File: src/rtl/prog_mem_loader.sv
// Byte-stream loader: frames of little-endian words into instruction/data memory, plus CPU reset control.
// Optional trailing frame checksum when LOADER_CKSUM_EN is defined.
module prog_mem_loader #(
    parameter int IADDR_W   = 8,
    parameter int DADDR_W   = 8,
    parameter int INST_SIZE = 32,
    parameter int WORD      = 64
) (
    input  logic                 clk,
    input  logic                 rst,
    input  logic                 in_valid,
    input  logic [7:0]           in_data,
    output logic                 in_ready,
    output logic                 imem_we,
    output logic [IADDR_W-1:0]   imem_addr,
    output logic [INST_SIZE-1:0] imem_wdata,
    output logic                 dmem_we,
    output logic [DADDR_W-1:0]   dmem_addr,
    output logic [WORD-1:0]      dmem_wdata,
    output logic                 cpu_rst,
    output logic                 busy,
    output logic                 err,
    output logic [15:0]          load_cnt
);
    // Each state is named after the last header byte consumed.
    localparam logic [3:0] S_IDLE    = 4'd0;
    localparam logic [3:0] S_TGT_OK  = 4'd1;
    localparam logic [3:0] S_CNT_HI  = 4'd2;
    localparam logic [3:0] S_CNT_LO  = 4'd3;
    localparam logic [3:0] S_ADR_HI  = 4'd4;
    localparam logic [3:0] S_PAYLOAD = 4'd5;
    localparam logic [3:0] S_CKSUM   = 4'd6;
    localparam logic [3:0] S_RUN     = 4'd7;
    localparam logic [3:0] S_ERR     = 4'd8;

`ifdef LOADER_CKSUM_EN
    localparam logic [3:0] S_END = S_CKSUM;
    logic [7:0] csum;
`else
    localparam logic [3:0] S_END = S_IDLE;
`endif

    localparam logic [2:0] I_LAST = 3'(INST_SIZE/8 - 1);
    localparam logic [2:0] D_LAST = 3'(WORD/8 - 1);

    logic [3:0]      state;
    logic            tgt_d;
    logic [15:0]     cnt;
    logic [15:0]     waddr;
    logic [2:0]      bidx;
    logic [WORD-9:0] wbuf;
    logic            accept;
    logic            word_done;

    assign in_ready  = 1'b1;
    assign accept    = in_valid && in_ready;
    assign word_done = (bidx == (tgt_d ? D_LAST : I_LAST));
    assign err       = (state == S_ERR);
    assign busy      = ((state >= S_TGT_OK) && (state <= S_CKSUM)) || imem_we || dmem_we;

    always_ff @(posedge clk) begin
        if (rst) begin
            state      <= S_IDLE;
            tgt_d      <= 1'b0;
            cnt        <= '0;
            waddr      <= '0;
            bidx       <= '0;
            wbuf       <= '0;
            imem_we    <= 1'b0;
            imem_addr  <= '0;
            imem_wdata <= '0;
            dmem_we    <= 1'b0;
            dmem_addr  <= '0;
            dmem_wdata <= '0;
            cpu_rst    <= 1'b1;
            load_cnt   <= '0;
`ifdef LOADER_CKSUM_EN
            csum       <= '0;
`endif
        end else begin
            imem_we <= 1'b0;
            dmem_we <= 1'b0;
            if (accept) begin
`ifdef LOADER_CKSUM_EN
                csum <= (state == S_IDLE) ? in_data : (csum ^ in_data);
`endif
                case (state)
                    S_IDLE: begin
                        case (in_data)
                            8'h49: begin tgt_d <= 1'b0; state <= S_TGT_OK; end
                            8'h44: begin tgt_d <= 1'b1; state <= S_TGT_OK; end
                            8'h47: begin cpu_rst <= 1'b0; state <= S_RUN; end
                            default: state <= S_ERR;
                        endcase
                    end
                    S_TGT_OK: begin cnt[15:8]   <= in_data; state <= S_CNT_HI; end
                    S_CNT_HI: begin cnt[7:0]    <= in_data; state <= S_CNT_LO; end
                    S_CNT_LO: begin waddr[15:8] <= in_data; state <= S_ADR_HI; end
                    S_ADR_HI: begin
                        waddr[7:0] <= in_data;
                        bidx       <= '0;
                        state      <= (cnt == 16'd0) ? S_END : S_PAYLOAD;
                    end
                    S_PAYLOAD: begin
                        wbuf <= {in_data, wbuf[WORD-9:8]};
                        bidx <= bidx + 3'd1;
                        if (word_done) begin
                            // Bytes arrive LSB first, so the final byte is the top of the word.
                            if (tgt_d) begin
                                dmem_we    <= 1'b1;
                                dmem_addr  <= waddr[DADDR_W-1:0];
                                dmem_wdata <= {in_data, wbuf};
                            end else begin
                                imem_we    <= 1'b1;
                                imem_addr  <= waddr[IADDR_W-1:0];
                                imem_wdata <= {in_data, wbuf[WORD-9 -: INST_SIZE-8]};
                            end
                            if (load_cnt != 16'hFFFF)
                                load_cnt <= load_cnt + 16'd1;
                            bidx  <= '0;
                            waddr <= waddr + 16'd1;
                            cnt   <= cnt - 16'd1;
                            if (cnt == 16'd1)
                                state <= S_END;
                        end
                    end
`ifdef LOADER_CKSUM_EN
                    S_CKSUM: state <= (in_data == csum) ? S_IDLE : S_ERR;
`endif
                    S_RUN: begin
                        if (in_data == 8'h48) begin
                            cpu_rst <= 1'b1;
                            state   <= S_IDLE;
                        end else begin
                            state <= S_ERR;
                        end
                    end
                    default: state <= S_ERR;
                endcase
            end
        end
    end
endmodule

File: config.mk
export PLATFORM = sky130hd
export DESIGN_NAME = prog_mem_loader
export DESIGN_NICKNAME = d
export VERILOG_FILES = /design/src/rtl/prog_mem_loader.sv
export SDC_FILE = /design/constraint.sdc
export NUM_CORES = 1
export LEC_CHECK = 0
export BUFFER_PORTS_ARGS = -buffer_cell sky130_fd_sc_hd__buf_2
export CAP_MARGIN = 20
export CORE_UTILIZATION = 55
export CTS_BUF_LIST = sky130_fd_sc_hd__clkbuf_16
export DETAILED_ROUTE_END_ITERATION = 12
export PLACE_DENSITY = 0.77
export SYNTH_ARGS = -nofsm -noshare
export SYNTH_HDL_FRONTEND = slang
export SYNTH_SLANG_ARGS = --single-unit
File: constraint.sdc
create_clock -name clk -period 1.95 [get_ports clk]
set_input_delay 0.0975 -clock clk [delete_from_list [all_inputs] [get_ports clk]]
set_output_delay 0.0975 -clock clk [all_outputs]
set_load 0.01 [all_outputs]
[Word level (Yosys, flattened, before mapping)]
Cells that the tools add are included.
Word-level totals
  input bits: 11
  output and inout port bits: 134
  flip-flop bits (word level): 227
Operators by class
  reduce and logical (&&, ||, !) cells: 25
  bitwise logic cells: 4
  equality and inequality tests: 18
  order comparisons: 2
  $add $sub $neg: 4
  multiplexer cells: 21
Operator list (count)
  8-bit one-hot mux with 2 select lines: 4
  16-bit by 1-bit adder with 16-bit output, second input constant: 2
  8-bit by 7-bit equality test with 1-bit output, second input constant: 4
  16-bit 2-to-1 mux: 2
  4-bit one-hot mux with 7 select lines: 1
  3-bit AND reduction: 6
  16-bit by 1-bit equality test with 1-bit output, second input constant: 1
  16-bit logical NOT: 1
  16-bit != test, second input constant: 1
  4-bit AND reduction: 4
  16-bit by 1-bit subtractor with 16-bit output, second input constant: 1
  4-bit by 3-bit equality test with 1-bit output, second input constant: 3
  4-bit 2-to-1 mux: 3
  2-bit nonzero test: 6
  3-bit 2-to-1 mux: 3
  4-bit by 2-bit equality test with 1-bit output, second input constant: 2
  2-bit != test, second input constant: 4
  4-bit one-hot mux with 2 select lines: 1
  3-bit one-hot mux with 2 select lines: 1
  4-bit by 1-bit equality test with 1-bit output, second input constant: 1
  4-bit equality test, second input constant: 1
  4-bit by 1-bit >= comparator with 1-bit output, second input constant: 1
  4-bit by 3-bit less-or-equal comparator with 1-bit output, second input constant: 1
  4-bit logical NOT: 1
  other kinds (10): 19

[Depth between registers and ports, before layout]
Gate-level depths: netlist (run 1).
  depth in word-level cells: 4
  gate-level depth with buffers: 9

[Least setup slack after synthesis (run 1)]
No wires, ideal clock.
  path type: reg-to-reg
  start point: register load_cnt[0]
  end point: register load_cnt[12]
  cell stages (with the launch flop): 7
  data arrival time: 1.622 ns
  period minus slack after synthesis: 1.749 ns
  library setup time: 0.128 ns
  buffers on the path: 0
  path slack: 0.201 ns
  data required time: 1.822 ns
  cell sequence: dfxtp_1 > ha_1 > nand2_1 > nor3_1 > nor4b_2 > xnor2_1 > nor2_1
On the way
  cells in the longest elaborated chain, start to end: 2
  elaborated cells on any way between the ends: 3
  those cells by class: add/sub (1); eq/ne (1); reduce/logical (1)
RTL lines
  from (decl): RTL line 23  | output logic [15:0] load_cnt
  from (signal assigned): RTL line 119  | load_cnt <= load_cnt + 16'd1;
  branches (longest 2 deep; another with 16-bit by 1-bit adder with 16-bit output)
Parallel ways; which one is timed is not known.
A chain may end at the register's enable or synchronous reset.

[Final worst setup path (run 1)]
  start point: register cnt[0]
  end point: register cnt[10]
On the way
  cells in the longest elaborated chain, start to end: 3
RTL lines
  from (decl): RTL line 48  | logic [15:0] cnt;
  from (signal assigned): RTL line 122  | cnt <= cnt - 16'd1;
  16-bit by 1-bit subtractor with 16-bit output: RTL line 122
  16-bit 2-to-1 mux: RTL line 107  | if (word_done) begin
  8-bit one-hot mux with 2 select lines: RTL line 87  | case (state)
No other way between the ends. The select of a mux whose other input is x is not followed.

==> flow_metrics.py, run 1 <==
metrics = {
    "drt": {
        "wirelength_mm": 23.8,
        "wl_per_cell_um": 15.9,
        "drc": 0,
        "first_pass_iters": 6,
        "vias": 8457,
        "drt_iter0_markers": 700,
        "drt-vias-per-instance": 5.63,
        "ant_nets": 0,
    },
    "sta": {
        "worstMarginPinSlew_ns": 0.610,
        "whs_ns": 0.0300,
        "rsz0062_at_grt": "true",
        "finalSetupTns_ns": 0,
        "fmax_mhz": 541,
        "hold_viol_final": 0,
        "min_period_ns": 1.85,
        "period_share": 0.949,
        "skew_ns": 0.0119,
        "slew_viol_final": 0,
        "max_slew_margin": 0.593,
        "setup_viol": 0,
    },
    "setup_path": {
        "worst_r2r_path_depth": 7,
        "critPathLaunchType": "flip-flop",
        "cp.arrival_ns": 2.23,
        "rrSetupSlack_ns": 0.1,
        "end_kind": "flip-flop",
        "critical_path_class": "reg2reg",
        "path_max_fanout": 5,
        "reg2reg_to": "cnt[10]",
        "r2r_start": "cnt[0]",
        "required_ns": 2.32,
    },
    "synth": {
        "yosys.area_share.xor_xnor": 0.0147,
        "synthTopCellsByArea": "dfxtp_1 48%, nand2_1 16%, a21oi_1 11%",
        "synth-adder-area-share": 0.00829,
        "synth_top_area_frac": 0.484,
        "synth_top_area_cell": "dfxtp_1",
        "synth_top_family_by_area": "simple AND/OR/NAND/NOR gates",
        "synth-simple-area-share": 0.251,
        "synth_fp_nets": 1146,
        "ys.flop_type": "dfxtp_1",
        "netlist_instances": 1129,
        "synth.area.mux_share": 0.00221,
        "async_reset_ff_frac": 0,
        "yosysWarnings": 0,
        "synthDistinctLibCells": 80,
        "netlist_area_mm2": 0.00905,
        "syn_avg_cell_area_um2": 8.02,
        "synth-edff-count": 0,
        "yosysSeqAreaShare": 0.484,
        "ys_ff_latch": 219,
        "synth_compound_area_frac": 0.187,
    },
    "grt": {
        "grt_max_degree": 79,
        "antenna_found_initial": 0,
        "grt_pass1_wl_mm": 37.8,
        "grt_overflow": 0,
        "grt_use_total": 0.279,
        "grt_pass1_vias": 7563,
    },
    "floorplanning": {
        "start_util": 0.566,
        "chipHeight_um": 130,
        "fp.dieW_um": 130,
        "core_mm2": 0.0160,
        "dieArea_mm2": 0.0170,
        "std_cell_rows": 46,
        "io_pins": 145,
    },
    "clock_network": {
        "clkSinkCount": 219,
        "insertion_delay_ns": 0.52,
        "cts_buffers": 23,
        "cts_root_buf": "clkbuf_16",
        "post-cts-setup-buffer-count": 0,
        "h-tree-depth": 1,
        "clk_pin_slew_ns": 0.06,
        "clockBufferDepth": 3,
        "cts_tree": "done",
    },
    "run_status": {
        "status": "completed",
    },
    "power": {
        "p_leak_uw": 0.00414,
        "p_per_area_mw_per_mm2": 833,
        "peakVddDrop_uv": 609,
    },
    "layout": {
        "drive_above_1_share": 0.201,
        "n_antenna_cell": 0,
        "layout.nets": 1286,
        "fill_cells": 1377,
        "multiInputGateArea_mm2": 0.00424,
        "seq_area_mm2": 0.00438,
        "syn2layout_area_growth_pct": 20.7,
    },
    "flow_run": {
        "cap_violations": 0,
    },
    "placed_design": {
        "gp_congestion": 0.926,
        "io_buffers": 143,
        "hpwlAfterDp_mm": 15.3,
    },
    "min_path": {
        "hold_path_class": "in2reg",
        "worst_hold_startpoint": "in_data[4]",
        "holdPathStages": 4,
        "min_to": "imem_wdata[28]",
    },
}
-- cells by family after synthesis --
| family | Yosys count |
|---|---|
| and+or+nand+nor | 515 |
| adders and majority gates | 6 |
| DFF | 219 |
| muxes | 2 |
| buffers and inverters | 92 |
| xor gates and xnor gates | 13 |
| AOI/OAI and AO/OA | 281 |
| other | 1 |
-- stage by stage --
| step | std cells | instance area, um2 | util | setup slack, ns | total power, uW |
|---|---|---|---|---|---|
| CTS | 1501 | 10900 | 0.681 | 0.00444 | 9130 |
| global placement | 1456 | 10100 | 0.632 | 0.117 | 4840 |
| finish | 1501 | 10900 | 0.683 | 0.0999 | 9110 |
| detailed placement | 1456 | 10100 | 0.632 | 0.0841 | 4840 |
| global route | 1501 | 10900 | 0.683 | -0.0361 | 9370 |
| floorplan | 1129 | 9050 | - | 0.201 | 4750 |
-- sequential cells by signal, summed over array words and instances, names as in the netlist --
register    flops
imem_addr       8
load_cnt       16
imem_we         1
imem_wdata     32
dmem_we         1
cpu_rst         1
cnt            16
bidx            3
tgt_d           1
wbuf           56
dmem_addr       8
waddr           8
state           4
dmem_wdata     64
-- power by group --
part           internal (uW)  switching (uW)
combinational           84.5             173
clock                   2550            1800
sequential              4480            14.2
total                   7120            1990
-- layout by cell type, fill, tap and decap left out, types with 3 or more instances in the layout --
cell type and count:
inv_1 13, o21ai_0 22, xnor2_1 12, nand3_1 13, a211oi_1 8, nand2_1 378
or4_1 3, o31ai_1 7, ha_1 5, nor3b_1 3, buf_2 142, dlygate4sd3_1 4
bufinv_16 3, o22ai_1 3, nand4_1 7, a31oi_1 4, buf_12 9, nor2_1 42
nand2b_1 5, nor3_1 13, nor2b_1 6, clkbuf_16 23, o32ai_1 4, clkinv_1 7
a21oi_1 196, buf_4 42, and4_1 4, a2111oi_4 3, and3_1 6, dfxtp_1 219
a311oi_1 5
-- layer usage --
metal,track usage,share of wire
met5,0,0
met1,0.380,0.45
met3,0.0574,0.072
met4,0.0862,0.019
met2,0.443,0.46
-- cell type report --
class,count,area share
inverter,9,0.00309
timing repair buffer,198,0.115
clock inverter,18,0.0155
tap,216,0.0247
clock buffer,23,0.0527
multi-input combinational,818,0.388
sequential,219,0.401
-- worst max-delay path, stage by stage (launching register included) --
cell,delay (ns)
dfxtp_1,0.35
inv_1,0.12
ha_1,0.19
nor4b_2,0.23
buf_4,0.18
nand4_1,0.19
o311ai_0,0.33
a31oi_1,0.12
-- repair_timing --
| action | 4_1_cts | 5_1_grt |
|---|---|---|
| hold endpoints to repair | 11 | 0 |
| endpoints found under the setup margin | 0 | 50 |
| hold buffers | 4 | 0 |
| gates resized for setup | 0 | 6 |
-- how the worst max path moves through the flow --
stage / startpoint / to / slack, ns
after detailed placement: bidx[0] / load_cnt[8] / 0.08
after global routing: cnt[0] / cnt[10] / -0.04
final: cnt[0] / cnt[10] / 0.1
after floorplan: load_cnt[0] / load_cnt[12] / 0.20
after CTS: cnt[0] / cnt[10] / 0.004
after global placement: cnt[0] / cnt[10] / 0.12
-- Yosys cell counts, drive strengths merged, types with 6 or more instances --
library cell and number:
nand3 14, clkbuf 40, nor2b 6, xnor2 13
nor3 15, o21ai 23, inv 9, nor2 44
buf 43, dfxtp 219, nand2 379, and3 7
a211oi 9, a21oi 197, nand4 9, ha 6
o31ai 7
(Power assumes the default switching activity.)
==> run 2, diff against run 1 <==
- GPL_TIMING_DRIVEN: default -> 0
==> run 2 against run 1 <==
  * Clock power grew 9.2%
  * Clock skew up 0.013 ns
  * Critical path depth is the same
  * Flip-flop and latch count unchanged
  * Utilization increased by 1.5 points
  * Via count is 4.3% higher
  * Sequential power is essentially flat
  * Non-clock buffer count rose by 38
  * Critical path type unchanged
  * Critical endpoint is now waddr[5]
==> flow_metrics.py, run 2 (same netlist as run 1, synthesis figures left out) <==
metrics = {
    "run_status": {
        "status": "completed",
    },
    "clock_network": {
        "clk_pin_slew_ns": 0.07,
        "h-tree-depth": 1,
        "cts_buffers": 24,
        "clkSinkCount": 219,
        "cts_root_buf": "clkbuf_16",
        "cts_tree": "done",
        "insertion_delay_ns": 0.52,
        "clockBufferDepth": 3,
    },
    "layout": {
        "layout_common_cells": "377 x nand2_1, 218 x dfxtp_1, 191 x a21oi_1",
        "stdcell_count": 1542,
        "regMostFlops": "dmem_wdata",
        "n_antenna_cell": 0,
        "top_regs": "dmem_wdata: 64 flops, wbuf: 56 flops, imem_wdata: 32 flops",
        "utilization": 0.698,
        "largest_reg_flops": 64,
        "layout.nets": 1325,
        "layout_commonest_cell": "nand2_1",
        "syn2layout_area_growth_pct": 23.3,
        "fill_cells": 1343,
        "drive_above_1_share": 0.211,
    },
    "min_path": {
        "hold_path_class": "in2reg",
    },
    "grt": {
        "grt_pass1_vias": 7848,
        "grt_max_degree": 14,
        "grt_pass1_wl_mm": 40.1,
        "antenna_found_initial": 0,
        "grt_use_total": 0.302,
        "grt_overflow": 0,
    },
    "flow_run": {
        "cap_violations": 0,
    },
    "placed_design": {
        "hpwlAfterDp_mm": 17.9,
        "gp_congestion": 0.896,
        "io_buffers": 139,
        "pre_cts_ws_ns": -0.262,
        "dp.cells": 1484,
    },
    "drt": {
        "wirelength_mm": 26.2,
        "first_pass_iters": 5,
        "ant_nets": 0,
        "drt_iter0_markers": 778,
        "vias": 8820,
        "drc": 0,
        "wl_per_cell_um": 17.0,
        "drt-vias-per-instance": 5.72,
    },
    "floorplanning": {
        "core_mm2": 0.0160,
        "std_cell_rows": 46,
        "fp.dieW_um": 130,
        "start_util": 0.566,
        "chipHeight_um": 130,
        "dieArea_mm2": 0.0170,
        "io_pins": 145,
    },
    "sta": {
        "slew_viol_final": 0,
        "skew_ns": 0.0253,
        "setup_slack_ns": 0.0432,
        "setup_viol": 0,
        "finalSetupTns_ns": 0,
        "period_share": 0.978,
        "worstMarginPinSlew_ns": 0.710,
        "fmax_mhz": 524,
        "hold_viol_final": 0,
        "min_period_ns": 1.91,
        "max_slew_margin": 0.527,
    },
    "power": {
        "p_switching_uw": 2040,
        "p_seq_frac": 0.473,
        "switching_share": 0.215,
        "p_leak_uw": 0.00423,
        "peakVddDrop_uv": 780,
        "combPwrFrac": 0.028,
        "p_int_uw": 7470,
        "p_per_area_mw_per_mm2": 852,
        "power_frac_clock": 0.499,
    },
    "setup_path": {
        "cp.arrival_ns": 2.35,
        "critPathLaunchType": "flip-flop",
        "critical_path_class": "reg2reg",
        "required_ns": 2.39,
        "path_max_fanout": 10,
        "end_kind": "flip-flop",
    },
}
[run 2: cell types whose count changed in the layout (fill, tap and decap cells not counted), sizes merged]
cell | before | now
buf | 194 | 188
bufinv | 3 | 5
clkbuf | 23 | 67
clkinv | 9 | 11
dlygate4sd3 | 4 | 5
inv | 14 | 12
[run 2: metal layers]
layer,part of all wire,up-vias,GRT usage
li1,-,4181,-
met1,0.43,4129,0.406
met2,0.46,431,0.481
met3,0.085,79,0.0595
met4,0.029,0,0.112
met5,0,-,0
[run 2: stage by stage]
step	cell area, um2	hold slack, ns	power, uW
2_1_floorplan	9050	0.233	4750
3_3_place_gp	10000	0.419	4840
3_5_place_dp	10000	0.424	4840
4_1_cts	11000	0.00223	9530
5_1_grt	11200	0.0510	9770
6_report	11200	0.0229	9510
[run 2: critical path, stage by stage, from the launching register on]
cell and delay (ns):
dfxtp_1 0.32, buf_6 0.13, nand4bb_1 0.11, clkbuf_1 0.33
buf_2 0.34, nand2_1 0.21, and3_1 0.23, nor3_1 0.17
[run 2: what timing repair did]
action | CTS | global route
gates resized for setup | 13 | 48
hold endpoints to repair | 15 | 0
endpoints found under the setup margin | 122 | 159
pin swaps | 0 | 4
setup buffers | 1 | 8
cloned | 0 | 1
hold buffers | 5 | 0
[run 2: final timing paths]
check,from,endpoint,slack (ns),cells after the start
max,state[1],waddr[5],0.04,7
min,in_data[1],dmem_wdata[57],0.02,3
max reg2reg,state[1],waddr[5],0.04,7
min reg2reg,dmem_wdata[15],dmem_wdata[15],0.45,2
[run 2: power groups by stage]
stage / Clock [uW] / Sequential (uW) / Combinational (uW)
after floorplan: 0 / 4590 / 161
after global placement: 0 / 4600 / 244
after detailed placement: 0 / 4600 / 247
after CTS: 4770 / 4500 / 257
after global routing: 4980 / 4500 / 288
final: 4750 / 4500 / 269
[run 2: cell type report]
class	count	area [um2]	share of cell area
multi-input combinational	818	4320	0.387
clock inverter	20	230	0.0206
inverter	9	33.8	0.00303
clock buffer	24	601	0.0538
timing repair buffer	154	833	0.0746
tap	216	270	0.0242
sequential	219	4390	0.393
buffer	82	488	0.0437
==> run 3, diff against run 2 <==
- CORE_MARGIN: default -> 2
==> run 3 against run 2 <==
  * The flow now finishes with violations (setup timing)
  * Flip-flop and latch count unchanged
  * Routed wire length up 3.1%
  * Non-clock buffer count up 2
  * Maximum frequency down 3.9%
  * Sequential share of layout area is 0.15 points lower
  * Global-route usage is 1.7 points lower
  * Largest power group is now sequential cells
==> flow_metrics.py, run 3 (same netlist as run 1, synthesis figures left out) <==
metrics = {
    "drt": {
        "vias": 8802,
        "drt_iter0_markers": 950,
        "drc": 0,
        "first_pass_iters": 6,
        "wirelength_mm": 27.0,
        "wl_per_cell_um": 17.5,
        "drt-vias-per-instance": 5.72,
        "ant_nets": 0,
    },
    "min_path": {
        "holdPathStages": 3,
        "hold_path_class": "in2reg",
    },
    "sta": {
        "slew_viol_final": 0,
        "worstMarginPinSlew_ns": 0.802,
        "fmax_mhz": 504,
        "rsz0062_at_grt": "true",
        "min_period_ns": 1.98,
        "period_share": 1.02,
        "hold_viol_final": 0,
        "max_slew_margin": 0.465,
        "setup_viol": 2,
        "setup_slack_ns": -0.0341,
        "skew_ns": 0.0231,
        "finalSetupTns_ns": -0.0541,
    },
    "flow_run": {
        "cap_violations": 0,
    },
    "clock_network": {
        "cts_buffers": 23,
        "clkSinkCount": 219,
        "cts_tree": "done",
        "insertion_delay_ns": 0.53,
        "cts_root_buf": "clkbuf_16",
        "clk_pin_slew_ns": 0.06,
        "h-tree-depth": 1,
        "clockBufferDepth": 3,
    },
    "setup_path": {
        "crit_family": "simple AND/OR/NAND/NOR gates",
        "crit_cells": 6,
        "worst_r2r_path_depth": 6,
        "critical_path_class": "reg2reg",
        "cp.arrival_ns": 2.37,
        "required_ns": 2.33,
        "rrSetupSlack_ns": -0.03,
        "end_kind": "flip-flop",
        "cpPeakStageDelay_ns": 0.60,
        "critPathLaunchType": "flip-flop",
        "slowest_stage": "or4_1",
        "path_max_fanout": 8,
        "path_buf_inv": 1,
        "path_cells": "buf_6 -> xnor2_4 -> nand2_1 -> or4_1 -> o21ai_0 -> a211oi_1",
    },
    "floorplanning": {
        "dieArea_mm2": 0.0175,
        "core_mm2": 0.0160,
        "chipHeight_um": 132,
        "std_cell_rows": 46,
        "start_util": 0.566,
        "fp.dieW_um": 132,
        "io_pins": 145,
    },
    "layout": {
        "syn2layout_area_growth_pct": 23.8,
        "top_regs": "dmem_wdata: 64 flops, wbuf: 56 flops, imem_wdata: 32 flops",
        "layout_commonest_cell": "nand2_1",
        "regMostFlops": "dmem_wdata",
        "n_antenna_cell": 0,
        "multiInputGateArea_mm2": 0.00433,
        "largest_reg_flops": 64,
        "layout.nets": 1326,
        "fin_area_mm2": 0.0112,
        "fill_cells": 1319,
        "seq_area_mm2": 0.00439,
        "drive_above_1_share": 0.213,
        "layout_common_cells": "376 x nand2_1, 218 x dfxtp_1, 189 x a21oi_1",
        "utilization": 0.701,
    },
    "grt": {
        "grt_max_degree": 15,
        "grt_pass1_vias": 7926,
        "grt_pass1_wl_mm": 41.1,
        "antenna_found_initial": 0,
        "grt_use_total": 0.285,
        "grt_overflow": 0,
    },
    "placed_design": {
        "place_area_mm2": 0.0100,
        "io_buffers": 139,
        "gp_congestion": 0.936,
        "hpwlAfterDp_mm": 17.9,
    },
    "power": {
        "p_leak_uw": 0.00425,
        "p_per_area_mw_per_mm2": 815,
        "peakVddDrop_uv": 611,
    },
    "run_status": {
        "status": "finished, violations left",
        "violations": "setup timing",
    },
}
-- run 3: report_power, final --
part / switching [uW] / internal, uW / total, uW / leakage, uW
Sequential: 15.6 / 4480 / 4500 / 0.00176
Combinational: 194 / 76.3 / 271 / 0.00212
Clock: 1810 / 2550 / 4360 / 0.000374
-- run 3: routing by layer --
| metal | global-route usage | up-vias | share of wire |
|---|---|---|---|
| li1 | - | 4189 | - |
| met1 | 0.390 | 4089 | 0.42 |
| met2 | 0.456 | 449 | 0.45 |
| met3 | 0.0538 | 75 | 0.099 |
| met4 | 0.0932 | 0 | 0.031 |
| met5 | 0 | - | 0 |
-- run 3: final timing paths --
check	to	startpoint
worst max register to register	waddr[4]	tgt_d
worst max-delay path	waddr[4]	tgt_d
worst min register to register	dmem_addr[4]	dmem_addr[4]
worst min-delay path	dmem_wdata[59]	in_data[3]
-- run 3: area by class of cell --
class / count / area share
plain buffers: 82 / 0.0460
repair buffers: 156 / 0.0824
flip-flops and latches: 219 / 0.391
clock inverters: 17 / 0.0153
clock buffers: 23 / 0.0514
well taps: 216 / 0.0241
inverters: 9 / 0.00301
multi-input cells: 818 / 0.387
-- run 3: worst min-delay path: stages --
cell and delay, ns:
clkbuf_1 0.22, nand2_1 0.12, a21oi_1 0.05
-- run 3: per-stage QoR --
stage                     std cells  hold slack (ns)  setup slack, ns  total power [uW]
after floorplan                1129            0.233            0.201              4750
after global placement         1484            0.422           -0.268              4840
after detailed placement       1484            0.429           -0.352              4840
after CTS                      1530          0.00113          -0.0452              9140
after global routing           1540           0.0343          -0.0807              9360
final                          1540           0.0161          -0.0341              9130
-- run 3: repair_timing --
item	4_1_cts	5_1_grt
hold endpoints to repair	15	0
setup buffers	1	5
setup endpoints to repair	95	148
hold buffers	5	0
gates resized for setup	14	56
cloned	0	6
pin swaps	1	6
